### src/rtl/joy_scan_ctrl.sv
// Scan controller for a two-joystick PISO shift-register chain: generates load/shift
// timing from a programmable tick, deserialises 16 bits and publishes active-low buttons.
module joy_scan_ctrl #(
    parameter int DIV_W  = 8,
    parameter bit FILTER = 1'b1
) (
    input  logic             clk_i,
    input  logic             rst_i,
    input  logic [DIV_W-1:0] div_i,
    input  logic             continuous_i,
    input  logic             scan_req_i,
    input  logic             joy_data_i,
    output logic             joy_clk_o,
    output logic             joy_load_n_o,
    output logic             scan_busy_o,
    output logic [7:0]       joy1_o,
    output logic [7:0]       joy2_o,
    output logic             frame_valid_o,
    output logic             changed_o
);

    localparam logic [1:0] ST_IDLE   = 2'd0;
    localparam logic [1:0] ST_LOAD   = 2'd1;
    localparam logic [1:0] ST_SHIFT  = 2'd2;
    localparam logic [1:0] ST_COMMIT = 2'd3;

    logic [1:0]       state_q,  state_d;
    logic [DIV_W-1:0] div_q,    div_d;
    logic [DIV_W-1:0] cnt_q,    cnt_d;
    logic [4:0]       tcnt_q,   tcnt_d;
    logic             pend_q,   pend_d;
    logic [15:0]      raw_q,    raw_d;
    logic [15:0]      prev_q,   prev_d;
    logic [15:0]      out_q,    out_d;
    logic             jclk_q,   jclk_d;
    logic             load_n_q, load_n_d;
    logic             busy_q,   busy_d;
    logic             fv_q,     fv_d;
    logic             chg_q,    chg_d;
    logic             tick;
    logic             start_frame;

    // One tick every div+1 cycles, using the divisor captured at frame start.
    assign tick = (cnt_q == div_q);

    always_comb begin
        state_d     = state_q;
        div_d       = div_q;
        cnt_d       = tick ? '0 : cnt_q + 1'b1;
        tcnt_d      = tcnt_q;
        pend_d      = pend_q | scan_req_i;
        raw_d       = raw_q;
        prev_d      = prev_q;
        out_d       = out_q;
        jclk_d      = jclk_q;
        load_n_d    = load_n_q;
        fv_d        = 1'b0;
        chg_d       = 1'b0;
        start_frame = 1'b0;

        case (state_q)
            ST_IDLE: begin
                cnt_d = '0;
                if (continuous_i || pend_q || scan_req_i) begin
                    start_frame = 1'b1;
                end
            end
            ST_LOAD: begin
                if (tick) begin
                    if (tcnt_q[0]) begin
                        state_d  = ST_SHIFT;
                        tcnt_d   = '0;
                        load_n_d = 1'b1;
                    end else begin
                        tcnt_d = tcnt_q + 5'd1;
                    end
                end
            end
            ST_SHIFT: begin
                // Even ticks sample and raise the shift clock, odd ticks lower it.
                if (tick) begin
                    tcnt_d = tcnt_q + 5'd1;
                    if (!tcnt_q[0]) begin
                        raw_d  = {raw_q[14:0], joy_data_i};
                        jclk_d = 1'b1;
                    end else begin
                        jclk_d = 1'b0;
                        if (tcnt_q == 5'd31) begin
                            state_d = ST_COMMIT;
                        end
                    end
                end
            end
            ST_COMMIT: begin
                fv_d   = 1'b1;
                prev_d = raw_q;
                if (!FILTER || (raw_q == prev_q)) begin
                    out_d = raw_q;
                    chg_d = (raw_q != out_q);
                end
                if (continuous_i || pend_q) begin
                    start_frame = 1'b1;
                end else begin
                    state_d = ST_IDLE;
                end
            end
            default: begin
                state_d = ST_IDLE;
            end
        endcase

        // Frame start absorbs any outstanding request and re-captures the divisor.
        if (start_frame) begin
            state_d  = ST_LOAD;
            div_d    = div_i;
            cnt_d    = '0;
            tcnt_d   = '0;
            load_n_d = 1'b0;
            jclk_d   = 1'b0;
            pend_d   = 1'b0;
        end

        busy_d = (state_d != ST_IDLE);
    end

    always_ff @(posedge clk_i or posedge rst_i) begin
        if (rst_i) begin
            state_q  <= ST_IDLE;
            div_q    <= '0;
            cnt_q    <= '0;
            tcnt_q   <= '0;
            pend_q   <= 1'b0;
            raw_q    <= 16'hFFFF;
            prev_q   <= 16'hFFFF;
            out_q    <= 16'hFFFF;
            jclk_q   <= 1'b0;
            load_n_q <= 1'b1;
            busy_q   <= 1'b0;
            fv_q     <= 1'b0;
            chg_q    <= 1'b0;
        end else begin
            state_q  <= state_d;
            div_q    <= div_d;
            cnt_q    <= cnt_d;
            tcnt_q   <= tcnt_d;
            pend_q   <= pend_d;
            raw_q    <= raw_d;
            prev_q   <= prev_d;
            out_q    <= out_d;
            jclk_q   <= jclk_d;
            load_n_q <= load_n_d;
            busy_q   <= busy_d;
            fv_q     <= fv_d;
            chg_q    <= chg_d;
        end
    end

    // First sample lands in bit 15, so the upper byte is joy1 in start..up order.
    assign joy1_o        = out_q[15:8];
    assign joy2_o        = out_q[7:0];
    assign joy_clk_o     = jclk_q;
    assign joy_load_n_o  = load_n_q;
    assign scan_busy_o   = busy_q;
    assign frame_valid_o = fv_q;
    assign changed_o     = chg_q;

endmodule

### config.mk
export PLATFORM = sky130hd
export DESIGN_NAME = joy_scan_ctrl
export DESIGN_NICKNAME = d
export VERILOG_FILES = /design/src/rtl/joy_scan_ctrl.sv
export SDC_FILE = /design/constraint.sdc
export NUM_CORES = 1
export LEC_CHECK = 0
export CORE_AREA = 2 2 80 97
export CTS_CLUSTER_DIAMETER = 100
export DETAILED_ROUTE_END_ITERATION = 8
export DIE_AREA = 0 0 82 99
export GPL_TIMING_DRIVEN = 1
export PLACE_DENSITY = 0.78
export SLEW_MARGIN = 30
export SYNTH_ARGS = -nofsm -noshare
export SYNTH_HDL_FRONTEND = slang
export SYNTH_SLANG_ARGS = --single-unit
### constraint.sdc
create_clock -name clk_i -period 2.94 [get_ports clk_i]
set_input_delay 0.588 -clock clk_i [delete_from_list [all_inputs] [get_ports clk_i]]
set_output_delay 0.588 -clock clk_i [all_outputs]
set_load 0.02 [all_outputs]
==> flow_results.xml, run 1 <==
<?xml version="1.0" encoding="UTF-8"?>
<metrics>
  <group name="setup_path">
    <metric name="required_worst_endpoint" unit="ps">3210</metric>
    <metric name="worst-path-max-fanout" unit="">16</metric>
    <metric name="timing.critical_path.cells" unit="">xor2_1, nor4_1, nand2_1, or4_4, mux2_4</metric>
    <metric name="maximum_cell_stage_delay_along_the_critical_path" unit="ps">700</metric>
    <metric name="crit_path_top_delay_cell" unit="">sky130_fd_sc_hd__or4_4</metric>
    <metric name="critPathKind" unit="">flip-flop to flip-flop</metric>
    <metric name="endpoint_arrival_time_on_the_critical_path" unit="ps">2550</metric>
    <metric name="timing.critical_path.to_type" unit="">flip-flop</metric>
    <metric name="worst_setup_start_kind" unit="">flip-flop</metric>
  </group>
  <group name="layout">
    <metric name="seq_area" unit="um^2">1988</metric>
    <metric name="post_route_cells_drive_above_1_share" unit="%">39.82</metric>
    <metric name="postLayoutCellArea" unit="um^2">4370</metric>
    <metric name="nNetsFinal" unit="">345</metric>
    <metric name="fill_cells" unit="">561</metric>
    <metric name="syn2layout_area_growth" unit="%">18.33</metric>
    <metric name="utilization" unit="%">61.15</metric>
    <metric name="n_antenna_cell" unit="">0</metric>
    <metric name="multi_input_logic_area" unit="um^2">1623</metric>
  </group>
  <group name="global_route">
    <metric name="track_usage" unit="%">18.01</metric>
    <metric name="globalRouteMet3Util" unit="%">4.304</metric>
    <metric name="first_global_vias" unit="">2364</metric>
    <metric name="busiest_layer" unit="">met2</metric>
    <metric name="antenna_violations_before_repair" unit="">0</metric>
    <metric name="grt_pass1_wl" unit="mm">11.21</metric>
    <metric name="global_route.usage.met2" unit="%">30.21</metric>
    <metric name="grt_use_met1" unit="%">22.49</metric>
    <metric name="grt-ovfl-total" unit="">0</metric>
    <metric name="grt_start_max_net_pins" unit="">51</metric>
  </group>
  <group name="clock_tree">
    <metric name="ctsResizeCount" unit="">0</metric>
    <metric name="tritoncts" unit="">yes</metric>
    <metric name="cts_max_path_bufs" unit="">2</metric>
    <metric name="cts.repair_timing.setup_buffer_count" unit="">0</metric>
    <metric name="hold_buf_count_cts" unit="">0</metric>
    <metric name="cts.clk_slew.worst_paths" unit="ps">80</metric>
    <metric name="numClockSinks" unit="">77</metric>
    <metric name="insertion_delay" unit="ps">350</metric>
    <metric name="cts_root_buffer" unit="">sky130_fd_sc_hd__clkbuf_8</metric>
    <metric name="htree_num_levels" unit="">3</metric>
    <metric name="number_of_buffers_created_by_cts" unit="">9</metric>
  </group>
  <group name="routing">
    <metric name="dr_total_vias" unit="">2215</metric>
    <metric name="detail-route-antenna-nets" unit="">0</metric>
    <metric name="firstDrtPassIters" unit="">4</metric>
    <metric name="avgViaCountPerCell" unit="">5.286</metric>
    <metric name="routed_wirelength" unit="mm">6.465</metric>
    <metric name="wl_per_cell" unit="um">15.43</metric>
    <metric name="remaining_drcs" unit="">0</metric>
    <metric name="drt_iter0_drc" unit="">80</metric>
  </group>
  <group name="sta">
    <metric name="finalCriticalPeriod" unit="ps">2283</metric>
    <metric name="slew_headroom" unit="%">64.40</metric>
    <metric name="rsz_0062_raised_after_global_routing" unit="">no</metric>
    <metric name="timing.final.setup_violations" unit="">0</metric>
    <metric name="timing.setup.tns" unit="ps">0</metric>
    <metric name="min_period_over_period" unit="%">77.65</metric>
    <metric name="max_slew_violations" unit="">0</metric>
    <metric name="clock.fmax" unit="MHz">438.0</metric>
    <metric name="tightest_slew" unit="ps">530.0</metric>
    <metric name="report.final.hold_viol_count" unit="">0</metric>
    <metric name="finalClockSkew" unit="ps">13.94</metric>
  </group>
  <group name="worst_hold_path">
    <metric name="hold_class" unit="">flip-flop to flip-flop</metric>
  </group>
  <group name="die">
    <metric name="die_width" unit="um">82</metric>
    <metric name="core.rowCount" unit="">34</metric>
    <metric name="effective_utilization_at_floorplan" unit="%">51.68</metric>
    <metric name="core_area" unit="um^2">7147</metric>
    <metric name="floorplan.die_area" unit="um^2">8118</metric>
    <metric name="io-pin-count" unit="">34</metric>
    <metric name="dieHeight" unit="um">99</metric>
  </group>
  <group name="logic_synthesis">
    <metric name="netlist-cell-type-count" unit="">36</metric>
    <metric name="synth-edff-count" unit="">0</metric>
    <metric name="synthesized_instance_count" unit="">282</metric>
    <metric name="mean_instance_size_in_the_synthesized_netlist" unit="um^2">13.10</metric>
    <metric name="synth.ff_latch_count" unit="">77</metric>
    <metric name="synthArstFlopShare" unit="%">100.0</metric>
    <metric name="syn_nets" unit="">303</metric>
    <metric name="synth.yosys.seq_area_share" unit="%">53.83</metric>
    <metric name="synth.yosys.warnings" unit="">0</metric>
    <metric name="dominantRegCellSynth" unit="">sky130_fd_sc_hd__dfstp_2</metric>
    <metric name="netlist_area" unit="um^2">3694</metric>
  </group>
  <group name="power_and_ir_drop">
    <metric name="power.static_leakage" unit="nW">1.853</metric>
    <metric name="p_per_area" unit="nW/um^2">683.7</metric>
    <metric name="peakVddDrop" unit="mV">0.4771</metric>
  </group>
  <group name="status">
    <metric name="run_status" unit="">complete, no violations</metric>
  </group>
  <group name="placed_design">
    <metric name="gp_congestion" unit="">0.7549</metric>
    <metric name="post-dp-hpwl" unit="mm">4.503</metric>
    <metric name="placed_area" unit="um^2">4150</metric>
    <metric name="placement.io_buffers" unit="">33</metric>
  </group>
  <group name="job">
    <metric name="cap_violations" unit="">0</metric>
  </group>
</metrics>
-- per-layer routing --
| layer | up-vias | routed length, um |
|---|---|---|
| met2 | 37 | 3443 |
| met1 | 1106 | 2775 |
| met5 | - | 0 |
| met3 | 4 | 197 |
| met4 | 0 | 48 |
| li1 | 1068 | - |
-- where the power goes --
part           internal, mW  switching [mW]  total (mW)
combinational         0.392           0.417       0.809
clock                 0.471           0.381       0.852
sequential             1.21           0.120        1.33
-- cell type report --
class	count	area share (%)
Sequential cell	77	45.49
Multi-Input combinational cell	190	37.13
Timing Repair Buffer	39	9.161
Clock buffer	12	3.808
Tap cell	90	2.577
Clock inverter	4	1.231
Inverter	7	0.6012
-- logic make-up after synthesis --
logic type	count (synthesis)	synth area share [%]
DFF	77	53.83
muxes	59	18.97
and+or+nand+nor	58	8.062
xor gates and xnor gates	47	11.15
AOI/OAI and AO/OA	18	3.049
buffers and inverters	15	2.236
adders and majority gates	8	2.710
-- final timing paths --
| path | from | endpoint | slack (ps) | cells past startpoint |
|---|---|---|---|---|
| min reg2reg | div_q[0]$_DFFE_PP0N_ | div_q[0]$_DFFE_PP0N_ | 540 | 1 |
| max in group asynchronous | rst_i | prev_q[6]$_DFFE_PP1P_ | 2010 | 3 |
| min | div_q[0]$_DFFE_PP0N_ | div_q[0]$_DFFE_PP0N_ | 540 | 1 |
| max reg2reg | raw_q[8]$_DFFE_PP1P_ | out_q[8]$_DFFE_PP1P_ | 660 | 5 |
| max | raw_q[8]$_DFFE_PP1P_ | out_q[8]$_DFFE_PP1P_ | 660 | 5 |
| min in group asynchronous | rst_i | cnt_q[2]$_DFF_PP0_ | 590 | 3 |
-- flip-flops by register name (all words and copies together), names as in the netlist --
register,count
tcnt_q,5
state_q,2
raw_q,16
pend_q,1
out_q,16
frame_valid_o,1
joy_clk_o,1
joy_load_n_o,1
changed_o,1
div_q,8
scan_busy_o,1
cnt_q,8
prev_q,16
-- metrics by stage --
| step | power [mW] | std cells | worst slack (ps) | hold WS [ps] |
|---|---|---|---|---|
| finish | 2.988 | 419 | 657.0 | 537.9 |
| global route | 3.172 | 419 | 450.8 | 558.7 |
| CTS | 3.027 | 419 | 639.2 | 542.5 |
| detailed placement | 2.157 | 403 | 619.5 | 527.5 |
| global placement | 2.131 | 403 | 630.0 | 503.3 |
| floorplan | 1.946 | 282 | 466.4 | 485.1 |
-- cells in the mapped netlist (all sizes together) (3+ instances only) --
library cell	n	area share, %
nand3	8	1.1
xor2	13	3.1
a31oi	3	0.51
ha	8	2.7
mux2	58	19
nor2	21	2.1
and3	4	0.68
nor4	3	0.51
nand4	7	1.2
o21ai	3	0.41
xnor2	34	8.1
dfrtp	28	19
a21oi	6	0.81
buf	5	1.2
inv	7	0.71
nand2	5	0.51
dfstp	49	35
clkbuf	3	0.30
-- layout by cell type, fill, tap and decap left out, drive strengths merged, types with 2 or more instances in the layout --
cell           instances
clkinv                 2
a21oi                  6
buf                    6
dfstp                 49
nor2                  21
and3                   4
a31oi                  3
mux2                  58
nand2                  5
nand4                  7
xor2                  13
o21ai                  3
inv                    8
clkdlybuf4s50         33
xnor2                 34
dfrtp                 28
nor2b                  2
or4                    2
nor4                   3
nand3                  8
clkbuf                12
o31ai                  2
ha                     8
or3                    2
-- worst max-delay path, delay by kind of cell, from the launching register on --
| kind | cells | cell delay, ps |
|---|---|---|
| DFF | 1 | 610 |
| muxes | 1 | 340 |
| xor gates and xnor gates | 1 | 90 |
| and+or+nand+nor | 3 | 1170 |
Power figures use the tool's default switching activity.
==> inputs of run 2 (changes only) <==
==> constraint.sdc (replaced) <==
create_clock -name clk_i -period 2.2 [get_ports clk_i]
set_input_delay 0.44 -clock clk_i [delete_from_list [all_inputs] [get_ports clk_i]]
set_output_delay 0.44 -clock clk_i [all_outputs]
set_load 0.02 [all_outputs]
==> run 2 against run 1 <==
Core utilization rose by 1.3 points. Sequential power is 32% higher. Worst setup slack lost 630 ps. Critical path depth did not move. Combinational power is 42% higher. Wire length up 9.4%. Die area unchanged. Sequential cell count stayed put. Clock skew fell by 3.4 ps. Design area increased by 2.1%. Final cell count grew 3.3%.
==> flow_results.xml, run 2 (synthesis results as in run 1) <==
<?xml version="1.0" encoding="UTF-8"?>
<metrics>
  <group name="status">
    <metric name="run_status" unit="">complete, no violations</metric>
  </group>
  <group name="layout">
    <metric name="post_route_cells_drive_above_1_share" unit="%">43.15</metric>
    <metric name="postLayoutCellArea" unit="um^2">4462</metric>
    <metric name="registers_with_the_most_flip_flops" unit="">out_q (16), prev_q (16), raw_q (16)</metric>
    <metric name="fill_cells" unit="">573</metric>
    <metric name="seq_area" unit="um^2">1988</metric>
    <metric name="layout.cells.most_common" unit="">sky130_fd_sc_hd__dfstp_2</metric>
    <metric name="multi_input_logic_area" unit="um^2">1647</metric>
    <metric name="n_antenna_cell" unit="">0</metric>
    <metric name="syn2layout_area_growth" unit="%">20.80</metric>
    <metric name="top_library_cells_by_usage_in_the_layout_fill_and_taps_aside" unit="">sky130_fd_sc_hd__dfstp_2, sky130_fd_sc_hd__mux2_2, sky130_fd_sc_hd__xnor2_1</metric>
    <metric name="nNetsFinal" unit="">359</metric>
  </group>
  <group name="global_route">
    <metric name="track_usage" unit="%">19.20</metric>
    <metric name="grt_start_max_net_pins" unit="">40</metric>
    <metric name="antenna_violations_before_repair" unit="">0</metric>
    <metric name="grt-ovfl-total" unit="">0</metric>
    <metric name="first_global_vias" unit="">2418</metric>
    <metric name="grt_pass1_wl" unit="mm">11.86</metric>
  </group>
  <group name="setup_path">
    <metric name="critPathKind" unit="">flip-flop to flip-flop</metric>
    <metric name="worst-path-max-fanout" unit="">8</metric>
    <metric name="r2r.worst_path.cells" unit="">5</metric>
    <metric name="crit_path_end" unit="">out_q[4]$_DFFE_PP1P_</metric>
    <metric name="critical_path.reg2reg.startpoint" unit="">prev_q[4]$_DFFE_PP1P_</metric>
    <metric name="regToRegSetupSlack" unit="ps">30</metric>
    <metric name="worst_setup_start_kind" unit="">flip-flop</metric>
    <metric name="required_worst_endpoint" unit="ps">2490</metric>
    <metric name="endpoint_arrival_time_on_the_critical_path" unit="ps">2450</metric>
    <metric name="timing.critical_path.from" unit="">prev_q[4]$_DFFE_PP1P_</metric>
    <metric name="timing.critical_path.to_type" unit="">flip-flop</metric>
    <metric name="regToRegEndpoint" unit="">out_q[4]$_DFFE_PP1P_</metric>
  </group>
  <group name="die">
    <metric name="die_width" unit="um">82</metric>
    <metric name="io-pin-count" unit="">34</metric>
    <metric name="core_area" unit="um^2">7147</metric>
    <metric name="effective_utilization_at_floorplan" unit="%">51.68</metric>
    <metric name="core.rowCount" unit="">34</metric>
    <metric name="floorplan.die_area" unit="um^2">8118</metric>
    <metric name="dieHeight" unit="um">99</metric>
  </group>
  <group name="power_and_ir_drop">
    <metric name="seq_power_share" unit="%">44.2</metric>
    <metric name="power.static_leakage" unit="nW">1.911</metric>
    <metric name="switching_power_total" unit="mW">1.294</metric>
    <metric name="power.combinational.fraction" unit="%">28.7</metric>
    <metric name="share_clk_of_total_power" unit="%">27.1</metric>
    <metric name="peakVddDrop" unit="mV">0.7778</metric>
    <metric name="cell_internal_pwr" unit="mW">2.695</metric>
    <metric name="p_per_area" unit="nW/um^2">894.0</metric>
    <metric name="power.switching_fraction" unit="%">32.43</metric>
  </group>
  <group name="routing">
    <metric name="topRoutingLayerUsed" unit="">met4</metric>
    <metric name="met3RoutedLength" unit="um">191</metric>
    <metric name="detail-route-antenna-nets" unit="">0</metric>
    <metric name="routed_wirelength" unit="mm">7.075</metric>
    <metric name="wl_per_cell" unit="um">16.34</metric>
    <metric name="avgViaCountPerCell" unit="">5.358</metric>
    <metric name="wl_met1" unit="mm">2.960</metric>
    <metric name="remaining_drcs" unit="">0</metric>
    <metric name="dr_wl_met2" unit="mm">3.778</metric>
    <metric name="dr_total_vias" unit="">2320</metric>
    <metric name="drt_iter0_drc" unit="">133</metric>
    <metric name="firstDrtPassIters" unit="">4</metric>
  </group>
  <group name="sta">
    <metric name="clock.fmax" unit="MHz">461.0</metric>
    <metric name="rsz_0062_raised_after_global_routing" unit="">yes</metric>
    <metric name="report.final.hold_viol_count" unit="">0</metric>
    <metric name="tightest_slew" unit="ps">541.3</metric>
    <metric name="finalClockSkew" unit="ps">10.52</metric>
    <metric name="finalCriticalPeriod" unit="ps">2169</metric>
    <metric name="min_period_over_period" unit="%">98.60</metric>
    <metric name="timing.final.setup_violations" unit="">0</metric>
    <metric name="final_critical_path_setup_slack" unit="ps">30.74</metric>
    <metric name="slew_headroom" unit="%">63.64</metric>
    <metric name="finalHoldWorstSlack" unit="ps">419.7</metric>
    <metric name="max_slew_violations" unit="">0</metric>
  </group>
  <group name="clock_tree">
    <metric name="cts.clk_slew.worst_paths" unit="ps">90</metric>
    <metric name="hold_buf_count_cts" unit="">0</metric>
    <metric name="tritoncts" unit="">yes</metric>
    <metric name="cts_root_buffer" unit="">sky130_fd_sc_hd__clkbuf_8</metric>
    <metric name="cts.repair_timing.setup_buffer_count" unit="">0</metric>
    <metric name="cts_max_path_bufs" unit="">2</metric>
    <metric name="number_of_buffers_created_by_cts" unit="">9</metric>
    <metric name="numClockSinks" unit="">77</metric>
    <metric name="insertion_delay" unit="ps">360</metric>
    <metric name="htree_num_levels" unit="">3</metric>
  </group>
  <group name="placed_design">
    <metric name="gp_congestion" unit="">0.8043</metric>
    <metric name="pre_cts_ws" unit="ps">-72.34</metric>
    <metric name="placed_area" unit="um^2">4239</metric>
    <metric name="placement.io_buffers" unit="">33</metric>
    <metric name="post-dp-hpwl" unit="mm">4.863</metric>
  </group>
  <group name="job">
    <metric name="cap_violations" unit="">0</metric>
  </group>
  <group name="worst_hold_path">
    <metric name="hold_class" unit="">input pin to async pin</metric>
  </group>
</metrics>
## run 2: cell count changes in the layout (fill, tap and decap cells not counted), sizes merged
cell	before	now
buf	6	19
clkinv	2	5
clkbuf	12	9
or4	2	3
clkinvlp	0	1
inv	8	7
## run 2: layout make-up
type                       count  share of cell area (%)
sequential                    77                   44.56
inverter                       7                  0.6730
clock buffer                   9                   2.776
timing repair buffer          52                   10.88
clock inverter                 7                   1.683
tap                           90                   2.524
multi-input combinational    191                   36.90
## run 2: power by group through the flow
stage,combinational (mW),clock (mW),sequential (mW)
floorplan,0.817,0,1.78
global placement,1.10,0,1.78
detailed placement,1.12,0,1.79
CTS,1.15,1.09,1.76
global route,1.26,1.16,1.79
finish,1.15,1.08,1.76
## run 2: stage by stage
step	util [%]	std cells	power, mW	TNS [ps]
after floorplan	-	282	2.601	0
after global placement	59.31	416	2.876	-365.5
after detailed placement	59.31	416	2.910	-939.4
after CTS	62.34	433	4.008	-28.46
after global routing	62.43	433	4.199	-516.5
final	62.43	433	3.989	0
## run 2: timing repair
item / in CTS / in global routing
resized for setup: 2 / 1
pin swaps: 2 / 2
endpoints found under the setup margin: 16 / 16
gates cloned: 1 / 0
## run 2: worst min-delay path by stage
stage / from / end
CTS: rst_i / div_q[1]$_DFFE_PP0N_
global route: rst_i / div_q[3]$_DFFE_PP0N_
floorplan: tcnt_q[3]$_DFFE_PP0P_ / tcnt_q[3]$_DFFE_PP0P_
finish: rst_i / div_q[2]$_DFFE_PP0N_
detailed placement: pend_q$_DFF_PP0_ / pend_q$_DFF_PP0_
global placement: pend_q$_DFF_PP0_ / pend_q$_DFF_PP0_
## run 2: worst max-delay path: stages (launching register included)
cell and delay [ps]:
sky130_fd_sc_hd__dfstp_2 550, sky130_fd_sc_hd__xor2_1 80, sky130_fd_sc_hd__nor4_2 320, sky130_fd_sc_hd__nand2_1 160, sky130_fd_sc_hd__or4_4 660, sky130_fd_sc_hd__mux2_4 340
## run 2: metal layers
| layer | up-vias | track usage (%) |
|---|---|---|
| met4 | 0 | 7.692 |
| met2 | 39 | 32.40 |
| met3 | 14 | 3.571 |
| met1 | 1173 | 23.92 |
| li1 | 1094 | - |
| met5 | - | 0 |
==> inputs of run 3 (changes only) <==
==> config.mk (replaced) <==
export PLATFORM = sky130hd
export DESIGN_NAME = joy_scan_ctrl
export DESIGN_NICKNAME = d
export VERILOG_FILES = /design/src/rtl/joy_scan_ctrl.sv
export SDC_FILE = /design/constraint.sdc
export NUM_CORES = 1
export LEC_CHECK = 0
export CORE_AREA = 2 2 67 116
export CTS_CLUSTER_DIAMETER = 120
export DETAILED_ROUTE_END_ITERATION = 8
export DIE_AREA = 0 0 69 118
export GPL_TIMING_DRIVEN = 1
export HOLD_SLACK_MARGIN = 0.05
export PLACE_DENSITY = 0.77
export SLEW_MARGIN = 30
export SYNTH_ARGS = -nofsm -noshare
export SYNTH_HDL_FRONTEND = slang
export SYNTH_SLANG_ARGS = --single-unit
==> run 3 against run 2 <==
Global-route usage is 0.26 points lower. First-iteration DRC count is 5.3% lower. Fmax is 4.0% higher. Clock skew is 5.8 ps lower. Worst hold slack better by 36 ps. Critical endpoint unchanged. Sequential cell count stayed put. Via count is 0.69% higher. Sequential share of layout area is 0.81 points lower. Non-clock buffer count is 2 higher. Core utilization is 0.85 points higher.
==> flow_results.xml, run 3 (synthesis results as in run 1) <==
<?xml version="1.0" encoding="UTF-8"?>
<metrics>
  <group name="sta">
    <metric name="report.final.hold_viol_count" unit="">0</metric>
    <metric name="clock.fmax" unit="MHz">479.3</metric>
    <metric name="finalCriticalPeriod" unit="ps">2087</metric>
    <metric name="rsz_0062_raised_after_global_routing" unit="">no</metric>
    <metric name="tightest_slew" unit="ps">410.8</metric>
    <metric name="min_period_over_period" unit="%">94.84</metric>
    <metric name="finalClockSkew" unit="ps">4.730</metric>
    <metric name="timing.final.setup_violations" unit="">0</metric>
    <metric name="max_slew_violations" unit="">0</metric>
    <metric name="finalHoldWorstSlack" unit="ps">455.2</metric>
    <metric name="timing.setup.tns" unit="ps">0</metric>
    <metric name="final_critical_path_setup_slack" unit="ps">113.4</metric>
    <metric name="slew_headroom" unit="%">72.40</metric>
  </group>
  <group name="routing">
    <metric name="dr_total_vias" unit="">2336</metric>
    <metric name="routed_wirelength" unit="mm">7.166</metric>
    <metric name="drt_iter0_drc" unit="">126</metric>
    <metric name="firstDrtPassIters" unit="">4</metric>
    <metric name="avgViaCountPerCell" unit="">5.433</metric>
    <metric name="remaining_drcs" unit="">0</metric>
    <metric name="detail-route-antenna-nets" unit="">0</metric>
    <metric name="wl_per_cell" unit="um">16.67</metric>
  </group>
  <group name="setup_path">
    <metric name="timing.critical_path.to_type" unit="">flip-flop</metric>
    <metric name="critPathKind" unit="">flip-flop to flip-flop</metric>
    <metric name="endpoint_arrival_time_on_the_critical_path" unit="ps">2340</metric>
    <metric name="crit_path_top_delay_cell" unit="">sky130_fd_sc_hd__or4_4</metric>
    <metric name="critical_path.n_buffers_inverters" unit="">0</metric>
    <metric name="timing.critical_path.from" unit="">raw_q[3]$_DFFE_PP1P_</metric>
    <metric name="required_worst_endpoint" unit="ps">2460</metric>
    <metric name="critical-path-top-delay-family" unit="">simple AND/OR/NAND/NOR gates</metric>
    <metric name="regToRegSetupSlack" unit="ps">110</metric>
    <metric name="timing.critical_path.cells" unit="">xor2_1, nor4_1, nand2_1, or4_4, mux2_4</metric>
    <metric name="critical_path.reg2reg.startpoint" unit="">raw_q[3]$_DFFE_PP1P_</metric>
    <metric name="worst-path-max-fanout" unit="">16</metric>
    <metric name="worst_setup_start_kind" unit="">flip-flop</metric>
    <metric name="maximum_cell_stage_delay_along_the_critical_path" unit="ps">660</metric>
  </group>
  <group name="die">
    <metric name="dieHeight" unit="um">118</metric>
    <metric name="io-pin-count" unit="">34</metric>
    <metric name="core.rowCount" unit="">41</metric>
    <metric name="effective_utilization_at_floorplan" unit="%">51.43</metric>
    <metric name="core_area" unit="um^2">7182</metric>
    <metric name="die_width" unit="um">69</metric>
    <metric name="floorplan.die_area" unit="um^2">8142</metric>
  </group>
  <group name="layout">
    <metric name="syn2layout_area_growth" unit="%">23.04</metric>
    <metric name="multi_input_logic_area" unit="um^2">1623</metric>
    <metric name="n_antenna_cell" unit="">0</metric>
    <metric name="nNetsFinal" unit="">360</metric>
    <metric name="top_library_cells_by_usage_in_the_layout_fill_and_taps_aside" unit="">sky130_fd_sc_hd__dfstp_2, sky130_fd_sc_hd__mux2_2, sky130_fd_sc_hd__xnor2_1</metric>
    <metric name="registers_with_the_most_flip_flops" unit="">out_q (16), prev_q (16), raw_q (16)</metric>
    <metric name="post_route_cells_drive_above_1_share" unit="%">41.86</metric>
    <metric name="seq_area" unit="um^2">1988</metric>
    <metric name="fill_cells" unit="">578</metric>
    <metric name="layout.cells.most_common" unit="">sky130_fd_sc_hd__dfstp_2</metric>
  </group>
  <group name="power_and_ir_drop">
    <metric name="peakVddDrop" unit="mV">0.6369</metric>
    <metric name="p_per_area" unit="nW/um^2">940.9</metric>
    <metric name="power" unit="mW">4.276</metric>
    <metric name="power.static_leakage" unit="nW">1.957</metric>
  </group>
  <group name="clock_tree">
    <metric name="htree_num_levels" unit="">3</metric>
    <metric name="number_of_buffers_created_by_cts" unit="">9</metric>
    <metric name="tritoncts" unit="">yes</metric>
    <metric name="ctsResizeCount" unit="">0</metric>
    <metric name="insertion_delay" unit="ps">330</metric>
    <metric name="cts_root_buffer" unit="">sky130_fd_sc_hd__clkbuf_16</metric>
    <metric name="cts_max_path_bufs" unit="">2</metric>
    <metric name="numClockSinks" unit="">77</metric>
    <metric name="cts.repair_timing.setup_buffer_count" unit="">0</metric>
    <metric name="hold_buf_count_cts" unit="">0</metric>
    <metric name="cts.clk_slew.worst_paths" unit="ps">60</metric>
  </group>
  <group name="global_route">
    <metric name="grt_start_max_net_pins" unit="">39</metric>
    <metric name="grt-ovfl-total" unit="">0</metric>
    <metric name="track_usage" unit="%">18.94</metric>
    <metric name="first_global_vias" unit="">2434</metric>
    <metric name="antenna_violations_before_repair" unit="">0</metric>
    <metric name="grt_pass1_wl" unit="mm">11.95</metric>
  </group>
  <group name="status">
    <metric name="run_status" unit="">complete, no violations</metric>
  </group>
  <group name="placed_design">
    <metric name="gp_congestion" unit="">0.8139</metric>
    <metric name="pre_cts_ws" unit="ps">77.71</metric>
    <metric name="placement.io_buffers" unit="">33</metric>
    <metric name="post-dp-hpwl" unit="mm">5.223</metric>
  </group>
  <group name="worst_hold_path">
    <metric name="hold_class" unit="">input pin to async pin</metric>
  </group>
  <group name="job">
    <metric name="cap_violations" unit="">0</metric>
  </group>
</metrics>
run 3: cell count changes in the layout (fill, tap and decap cells not counted), sizes merged:
cell and change:
bufinv -1, inv -1, buf +2, clkbuf +6, or4 -1, clkinv -4
run 3: stage by stage:
step / util, % / area (um^2) / std cells
after floorplan: - / 3697 / 282
after global placement: 59.34 / 4262 / 414
after detailed placement: 59.34 / 4262 / 414
after CTS: 63.28 / 4544 / 430
after global routing: 63.28 / 4544 / 430
final: 63.28 / 4544 / 430
run 3: power breakdown:
| part | switching [mW] | total, mW | internal [mW] |
|---|---|---|---|
| Clock | 0.536 | 1.39 | 0.855 |
| Sequential | 0.153 | 1.77 | 1.62 |
| Combinational | 0.568 | 1.12 | 0.548 |
| Total | 1.26 | 4.28 | 3.02 |
run 3: routing by layer:
layer / vias to the layer above / GRT usage (%) / wire length [um]
met3: 7 / 3.682 / 196
met2: 50 / 36.06 / 4174
met4: 0 / 8.824 / 130
met5: - / 0 / 0
li1: 1094 / - / -
met1: 1185 / 19.21 / 2665
run 3: final cells by class:
type	instances	area share (%)
timing repair buffer	54	11.29
inverter	7	0.6608
sequential	77	43.75
multi-input combinational	190	35.71
clock inverter	1	0.1101
clock buffer	15	6.112
tap	86	2.368
run 3: final timing paths:
kind	to	depth (start not counted)
worst max-delay path	out_q[4]$_DFFE_PP1P_	5
worst max register to register	out_q[4]$_DFFE_PP1P_	5
worst min-delay path	scan_busy_o$_DFF_PP0_	2
min in group clk_i	pend_q$_DFF_PP0_	1
worst min register to register	pend_q$_DFF_PP0_	1
max in group asynchronous	out_q[12]$_DFFE_PP1P_	3
